<file path="src/rtl/top_brom_pkg.sv">
// Shared constants, FSM state type and default ROM image for the ROM maximum finder.
package top_brom_pkg;

    localparam int DEF_DATA_W = 4;
    localparam int DEF_DEPTH  = 16;
    localparam int DEF_ADDR_W = 4;

    typedef enum logic [1:0] {
        SCAN  = 2'd0,
        DRAIN = 2'd1,
        DONE  = 2'd2
    } state_t;

    localparam logic [DEF_DATA_W-1:0] DEF_IMAGE [DEF_DEPTH] = '{
        4'd3, 4'd7, 4'd1, 4'd9, 4'd4, 4'd2, 4'd8, 4'd5,
        4'd0, 4'd6, 4'd11, 4'd10, 4'd2, 4'd13, 4'd12, 4'd1
    };

endpackage

</file>
<file path="src/rtl/brom_rom.sv">
// Synchronous single-port ROM with a registered read port, written so BRAM is inferred.
module brom_rom
    import top_brom_pkg::*;
#(
    parameter int    DATA_W    = DEF_DATA_W,
    parameter int    DEPTH     = DEF_DEPTH,
    parameter int    ADDR_W    = DEF_ADDR_W,
    parameter string INIT_FILE = ""
) (
    input  logic              clk,
    input  logic [ADDR_W-1:0] addr,
    output logic [DATA_W-1:0] q
);

    typedef logic [DATA_W-1:0] image_t [DEPTH];

    // Words past the default image read as zero.
    function automatic image_t load_image();
        image_t img;
        for (int i = 0; i < DEPTH; i++) begin
            img[i] = (i < DEF_DEPTH) ? DATA_W'(DEF_IMAGE[i % DEF_DEPTH]) : '0;
        end
        return img;
    endfunction

    logic [DATA_W-1:0] mem [DEPTH] = load_image();

    // NOTE: neither the array nor q is reset; a reset on the read register would block BRAM inference.
    always_ff @(posedge clk) begin
        q <= mem[addr];
    end

endmodule

</file>
<file path="src/rtl/top_brom.sv">
// Walks every ROM word once after reset and holds the largest unsigned value on Max.
module top_brom
    import top_brom_pkg::*;
#(
    parameter int    DATA_W    = DEF_DATA_W,
    parameter int    DEPTH     = DEF_DEPTH,
    parameter int    ADDR_W    = DEF_ADDR_W,
    parameter string INIT_FILE = ""
) (
    input  logic              clk,
    input  logic              rst,
    output logic [DATA_W-1:0] Max,
    output logic              done
);

    state_t            state;
    state_t            state_next;
    logic [ADDR_W-1:0] addr;
    logic              rd_valid;
    logic [DATA_W-1:0] q;
    logic              last_addr;
    logic              addr_en;
    logic              read_en;
    logic              cmp_en;
    logic              finish;

    brom_rom #(
        .DATA_W   (DATA_W),
        .DEPTH    (DEPTH),
        .ADDR_W   (ADDR_W),
        .INIT_FILE(INIT_FILE)
    ) u_rom (
        .clk (clk),
        .addr(addr),
        .q   (q)
    );

    assign last_addr = (addr == ADDR_W'(DEPTH - 1));

    // NOTE: sequential state uses non-blocking assignments so every register samples pre-edge values.
    always_ff @(posedge clk) begin
        if (rst) state <= SCAN;
        else     state <= state_next;
    end

    // NOTE: defaults first so no path through the case leaves a signal unassigned (no latch).
    always_comb begin
        state_next = state;
        case (state)
            SCAN:    if (last_addr) state_next = DRAIN;
            DRAIN:   state_next = DONE;
            DONE:    state_next = DONE;
            default: state_next = SCAN;
        endcase
    end

    always_comb begin
        addr_en = (state == SCAN) && !last_addr;
        read_en = (state == SCAN);
        cmp_en  = rd_valid && (state != DONE);
        finish  = (state == DRAIN);
    end

    // The DRAIN edge performs the last compare and raises done together, so Max is final when done is seen.
    always_ff @(posedge clk) begin
        if (rst) begin
            addr     <= '0;
            rd_valid <= 1'b0;
            Max      <= '0;
            done     <= 1'b0;
        end else begin
            if (addr_en) addr <= addr + 1'b1;
            if (read_en)     rd_valid <= 1'b1;
            else if (finish) rd_valid <= 1'b0;
            if (cmp_en && (q > Max)) Max <= q;
            if (finish) done <= 1'b1;
        end
    end

endmodule

</file>
<file path="config.mk">
export PLATFORM = sky130hd
export DESIGN_NAME = top_brom
export DESIGN_NICKNAME = d
export VERILOG_FILES = /design/src/rtl/top_brom_pkg.sv /design/src/rtl/brom_rom.sv /design/src/rtl/top_brom.sv
export SDC_FILE = /design/constraint.sdc
export NUM_CORES = 1
export LEC_CHECK = 0
export CELL_PAD_IN_SITES_DETAIL_PLACEMENT = 1
export CELL_PAD_IN_SITES_GLOBAL_PLACEMENT = 1
export CORE_MARGIN = 2
export CORE_UTILIZATION = 47
export CTS_CLUSTER_SIZE = 25
export DETAILED_ROUTE_END_ITERATION = 8
export PLACE_DENSITY = 0.78
export SYNTH_ARGS = -nofsm -noshare
export SYNTH_HDL_FRONTEND = slang
export SYNTH_SLANG_ARGS = --single-unit
</file>
<file path="constraint.sdc">
create_clock -name clk -period 2.1 [get_ports clk]
set_input_delay 0.42 -clock clk [delete_from_list [all_inputs] [get_ports clk]]
set_output_delay 0.42 -clock clk [all_outputs]
set_load 0.02 [all_outputs]
</file>
==> impl_metrics.py, run 1 <==
metrics = {
    "synth": {
        "yosys-top-cells-area": "dfxtp_1 (35%), ha_1 (18%), mux2i_1 (6.5%)",
        "netlist_instances": 90,
        "synth.avg_cell_area_um2": 10.3,
        "postSynth.asyncResetShare_pct": 0,
        "synth_ff_type": "dfxtp_1",
        "synth.distinct_cells": 25,
        "synth_edf_count": 0,
        "syn-num-nets": 105,
        "synth_area_um2": 923,
        "synth.top_cell.area_share_pct": 34.7,
        "seq_area_frac_synth_pct": 34.7,
        "ys_warn_count": 0,
        "synth-seq-cells": 16,
        "yosys.area.top_type": "dfxtp_1",
    },
    "setup_path": {
        "critical_path.startpoint_type": "flip-flop",
        "arrival_ps": 1260,
        "path_cells": "clkdlybuf4s50_1",
        "required_ps": 1680,
        "path_buf_inv": 1,
        "crit_path_top_delay_cell": "clkdlybuf4s50_1",
        "end_kind": "output pin",
        "crit_path_max_fanout": 3,
        "max_stage_delay_ps": 620,
        "path_delay_family": "buffers and inverters",
        "path_class": "reg2out",
    },
    "final_layout": {
        "drive_gt1_share_pct": 11.6,
        "multi_input_area_um2": 527,
        "synthToLayoutAreaGrowth_pct": 8.81,
        "ff_latch_area_um2": 320,
        "nets": 112,
        "utilization_pct": 52.8,
        "final_cells": 122,
        "nFillCells": 231,
        "antenna_cells": 0,
    },
    "global_route": {
        "track_usage_pct": 16.4,
        "grt_max_degree": 17,
        "antenna_found_initial": 0,
        "grt_overflow": 0,
        "grt_use_met3_pct": 2.78,
        "grt_pass1_vias": 654,
        "grtUsageMet2_pct": 30.3,
        "gr-usage-met1_pct": 17.9,
        "busiest_layer": "met2",
        "grt_pass1_wl_mm": 2.88,
    },
    "detailed_routing": {
        "post_drt_wl_per_cell_um": 13.2,
        "drt-total-wl_mm": 1.61,
        "drc_errors": 0,
        "ant_nets": 0,
        "num_vias": 612,
        "via_per_inst": 5.02,
        "drtIter0Drc": 3,
        "drt_first_pass_iters": 3,
    },
    "timing": {
        "worst_slew_pin_slew_ps": 491,
        "whs_ps": 485,
        "hold_violations": 0,
        "period_needed_ps": 1680,
        "relSlewSlack_pct": 67.2,
        "finalCritPeriodShare_pct": 80.2,
        "drv_slew": 0,
        "fin_setup_tns_ps": 0,
        "fmax_ghz": 0.594,
        "finalSetupViolations": 0,
        "rsz0062_at_grt": "no",
        "final.setup_skew_ps": 1.95,
    },
    "power": {
        "ir_drop_uv": 412,
        "p_leak_nw": 0.404,
        "power.total_mw": 0.722,
        "power.density_mw_per_mm2": 719,
    },
    "status": {
        "status": "finished clean",
    },
    "cts": {
        "hold_buffers": 0,
        "cts_tree": "yes",
        "post_cts_buffers": 0,
        "path_clk_slew_ps": 80,
        "htreeDepth": 1,
        "clock_sinks": 16,
        "ctsResizeCount": 0,
        "cts_made_buffers": 3,
        "clk_path_buf_depth": 2,
        "clock_tree.root_cell": "clkbuf_4",
        "clkLatencyLatePin_ps": 280,
    },
    "floorplanning": {
        "core_mm2": 0.00190,
        "die_h_um": 48.3,
        "num_io_pins": 7,
        "die_x_um": 48.3,
        "die_area_mm2": 0.00234,
        "fp-row-count": 16,
        "start_util_pct": 48.6,
    },
    "place": {
        "dpl.cell_count": 119,
        "io_buffers": 6,
        "place_congestion": 0.732,
        "dpl.hpwl_mm": 1.29,
    },
    "hold_path": {
        "min_path_type": "reg2reg",
    },
    "job": {
        "cap_viol_max_count": 0,
    },
}
-- path summary, 6_finish.rpt --
kind / startpoint / end / slack (ps) / cells past startpoint
hold / removal: u_rom.q[0] / Max[0] / 480 / 2
hold reg to reg: u_rom.q[0] / Max[0] / 480 / 2
setup / recovery: Max[0] / Max[0] / 420 / 1
setup reg to reg: addr[0] / u_rom.q[3] / 560 / 3
-- cells in the mapped netlist, types with 2 or more instances --
cell type / instances
a21oi_1: 5
nand2b_1: 9
inv_1: 11
nand2_1: 2
xnor2_1: 2
ha_1: 13
mux2i_1: 6
nor2_1: 6
dfxtp_1: 16
mux4_2: 2
buf_6: 2
nand3_1: 3
-- final cells by class --
class	count	share of cell area, %
sequential	16	31.9
inverter	11	4.11
timing repair buffer	6	5.98
clock buffer	3	2.24
tap	27	3.36
multi-input combinational	59	52.4
-- cells in the final DEF, fill, tap and decap left out, drive strengths merged --
cell type      instances
dfxtp                 16
ha                    13
inv                   11
nand2b                 9
mux2i                  6
nor2                   6
clkdlybuf4s50          6
a21oi                  6
nand3                  4
clkbuf                 3
nand2                  3
xnor2                  2
mux4                   2
mux2                   1
nor2b                  1
o211ai                 1
nand4                  1
nand3b                 1
and3                   1
xor2                   1
a311oi                 1
-- power by group --
part / internal (mW) / switching, mW / total [mW] / leakage [nW]
Clock: 0.0666 / 0.0894 / 0.156 / 0.0138
Combinational: 0.107 / 0.102 / 0.209 / 0.259
Sequential: 0.332 / 0.0252 / 0.357 / 0.131
-- per-layer routing --
metal,part of all wire [%],wire [um]
met2,53,858
met5,0,0
met4,2.6,42
met3,2.4,39
met1,42,673
-- stage by stage --
step / cell area (um2) / setup WS (ps)
CTS: 1000 / 400
finish: 1000 / 415
detailed placement: 982 / 500
floorplan: 923 / 624
global placement: 982 / 561
global route: 1000 / 364
-- worst min-delay path, stage by stage, from the launching register on --
cell and delay (ps):
dfxtp_1 320, nand2b_1 60, mux2i_1 60
-- flip-flops by register name, summed over array words and instances (netlist names) --
register / count
u_rom.q: 4
rd_valid: 1
state: 2
Max: 4
addr: 4
done: 1
-- kinds of logic after synthesis --
logic type	synth area share [%]
multiplexers	12.6
AO/OA/AOI/OAI	6.78
buffers and inverters	8.27
adder cells (fa/ha/maj)	17.6
flip-flops	34.7
AND/OR/NAND/NOR	17.2
XOR/XNOR	2.85
No activity file was read; power rests on OpenSTA's default activity.
==> run 2: changes to the inputs <==
- CORE_UTILIZATION: 47 -> 40
- PLACE_DENSITY: 0.78 -> 0.7
- clock period: 2.1 -> 1.4 ns (I/O delays scaled with it)
==> run 2 against run 1 <==
Compared with the run above: the flow now finishes with violations (setup timing); core utilization down 1.1 points; sequential share of layout area is 2.4 points lower; via count up 5.6%; cell count up 9.0%; sequential power increased by 52%; clock power grew 100%; global-route usage fell by 0.48 points; register-to-register slack got worse by 590 ps; clock-buffer cell count up 1; critical path type is now reg2reg.
==> impl_metrics.py, run 2 (synthesis results as in run 1) <==
metrics = {
    "final_layout": {
        "final_cell_mix": "dfxtp_1 (11), ha_1 (10), nand2b_1 (9), buf_4 (9), inv_1 (8)",
        "final_cells": 133,
        "reg.largest.list": "Max: 4 flops, addr: 4 flops, u_rom.q: 4 flops",
        "drive_gt1_share_pct": 30.5,
        "design_area_mm2": 0.00113,
        "nFillCells": 241,
        "synthToLayoutAreaGrowth_pct": 22.6,
        "layout_commonest_cell": "dfxtp_1",
        "antenna_cells": 0,
        "nets": 121,
    },
    "setup_path": {
        "critical_path.startpoint_type": "flip-flop",
        "reg2reg_from": "Max[1]",
        "r2r_cells": 6,
        "end_kind": "flip-flop",
        "crit_path_max_fanout": 4,
        "crit_path_top_delay_cell": "dfxtp_2",
        "path_cells": "inv_2 -> ha_4 -> nor2b_4 -> o211ai_2 -> a21oi_4 -> mux2i_1",
        "path_delay_family": "flip-flops",
        "arrival_ps": 1650,
        "path_class": "reg2reg",
        "r2r_slack_ps": -30,
        "required_ps": 1620,
        "max_stage_delay_ps": 360,
        "r2r_end": "Max[2]",
        "path_buf_inv": 1,
    },
    "global_route": {
        "track_usage_pct": 15.9,
        "grt_overflow": 0,
        "grt_pass1_wl_mm": 3.08,
        "antenna_found_initial": 0,
        "grt_max_degree": 10,
        "grt_pass1_vias": 709,
    },
    "timing": {
        "relSlewSlack_pct": 80.6,
        "worst_slew_pin_slew_ps": 291,
        "final.setup_skew_ps": 0.939,
        "period_needed_ps": 1430,
        "rsz0062_at_grt": "yes",
        "fmax_ghz": 0.699,
        "drv_slew": 0,
        "layout_setup_ws_ps": -31.6,
        "finalCritPeriodShare_pct": 102,
        "finalSetupViolations": 4,
        "whs_ps": 481,
        "hold_violations": 0,
    },
    "floorplanning": {
        "num_io_pins": 7,
        "die_x_um": 52.0,
        "fp-row-count": 17,
        "die_area_mm2": 0.00271,
        "core_mm2": 0.00219,
        "die_h_um": 52.0,
        "start_util_pct": 42.1,
    },
    "detailed_routing": {
        "ant_nets": 0,
        "drc_errors": 0,
        "num_vias": 646,
        "drtIter0Drc": 2,
        "via_per_inst": 4.86,
        "drt-total-wl_mm": 1.78,
        "post_drt_wl_per_cell_um": 13.4,
        "drt_first_pass_iters": 3,
    },
    "power": {
        "p_leak_nw": 0.481,
        "power.density_mw_per_mm2": 1070,
        "ir_drop_uv": 522,
        "power.total_mw": 1.22,
    },
    "cts": {
        "clock_tree.root_cell": "clkbuf_4",
        "clkLatencyLatePin_ps": 290,
        "htreeDepth": 1,
        "clock_sinks": 16,
        "hold_buffers": 0,
        "path_clk_slew_ps": 100,
        "clk_path_buf_depth": 2,
        "cts_made_buffers": 3,
        "cts_tree": "yes",
    },
    "hold_path": {
        "min_path_type": "reg2reg",
        "min_to": "done",
        "holdPathStages": 2,
        "min_from": "done",
    },
    "place": {
        "dpl-instance-area_mm2": 0.00105,
        "dpl.cell_count": 128,
        "dpl.hpwl_mm": 1.38,
        "io_buffers": 6,
        "dp_slack_ps": -55.3,
        "place_congestion": 0.716,
    },
    "status": {
        "failed_checks": "setup timing",
        "status": "complete, but fails checks",
    },
    "job": {
        "cap_viol_max_count": 0,
    },
}
run 2: cell types whose count changed in the layout (fill, tap and decap cells not counted), sizes merged:
cell,change
clkdlybuf4s50,-5
clkbuf,+1
buf,+9
dlygate4sd2,+5
run 2: layer usage:
metal  up-vias  global-route usage (%)  part of all wire, %
met5         -                       0                    0
met4         0                    8.77                  3.3
met3         5                    2.87                  1.7
met2         6                    30.2                   51
met1       308                    16.1                   44
li1        327                       -                    -
run 2: area by class of cell:
cell class	instances	area, um2	share of cell area [%]
multi-input combinational	59	564	49.8
sequential	16	334	29.5
timing repair buffer	15	121	10.7
inverter	11	41.3	3.65
clock buffer	4	36.3	3.20
tap	28	35.0	3.09
run 2: power breakdown:
part / leakage (nW) / internal (mW) / switching (mW)
Sequential: 0.134 / 0.500 / 0.0410
Combinational: 0.326 / 0.192 / 0.170
Clock: 0.0210 / 0.158 / 0.154
run 2: metrics by stage:
| stage | util, % | TNS [ps] |
|---|---|---|
| global route | 51.7 | -470 |
| CTS | 50.9 | -108 |
| global placement | 47.9 | -106 |
| detailed placement | 47.9 | -205 |
| floorplan | - | 0 |
| finish | 51.7 | -102 |
run 2: worst reg2reg max path: stages, from the launching register on:
cell and delay (ps):
dfxtp_2 360, inv_2 50, ha_4 250, nor2b_4 130, o211ai_2 100, a21oi_4 250
mux2i_1 210
run 2: how the worst max path moves through the flow:
stage	from	endpoint	slack [ps]	depth (start not counted)
detailed placement	Max[3]	Max[2]	-60	6
CTS	Max[1]	Max[0]	-30	6
finish	Max[1]	Max[2]	-30	6
global route	Max[1]	Max[1]	-140	6
floorplan	Max[1]	Max[1]	10	6
global placement	Max[3]	Max[0]	-30	6
run 2: repair_timing:
item / CTS / global route
setup endpoints to repair: 11 / 6
setup buffers: 1 / 0
resized for setup: 10 / 5
pin swaps: 0 / 0
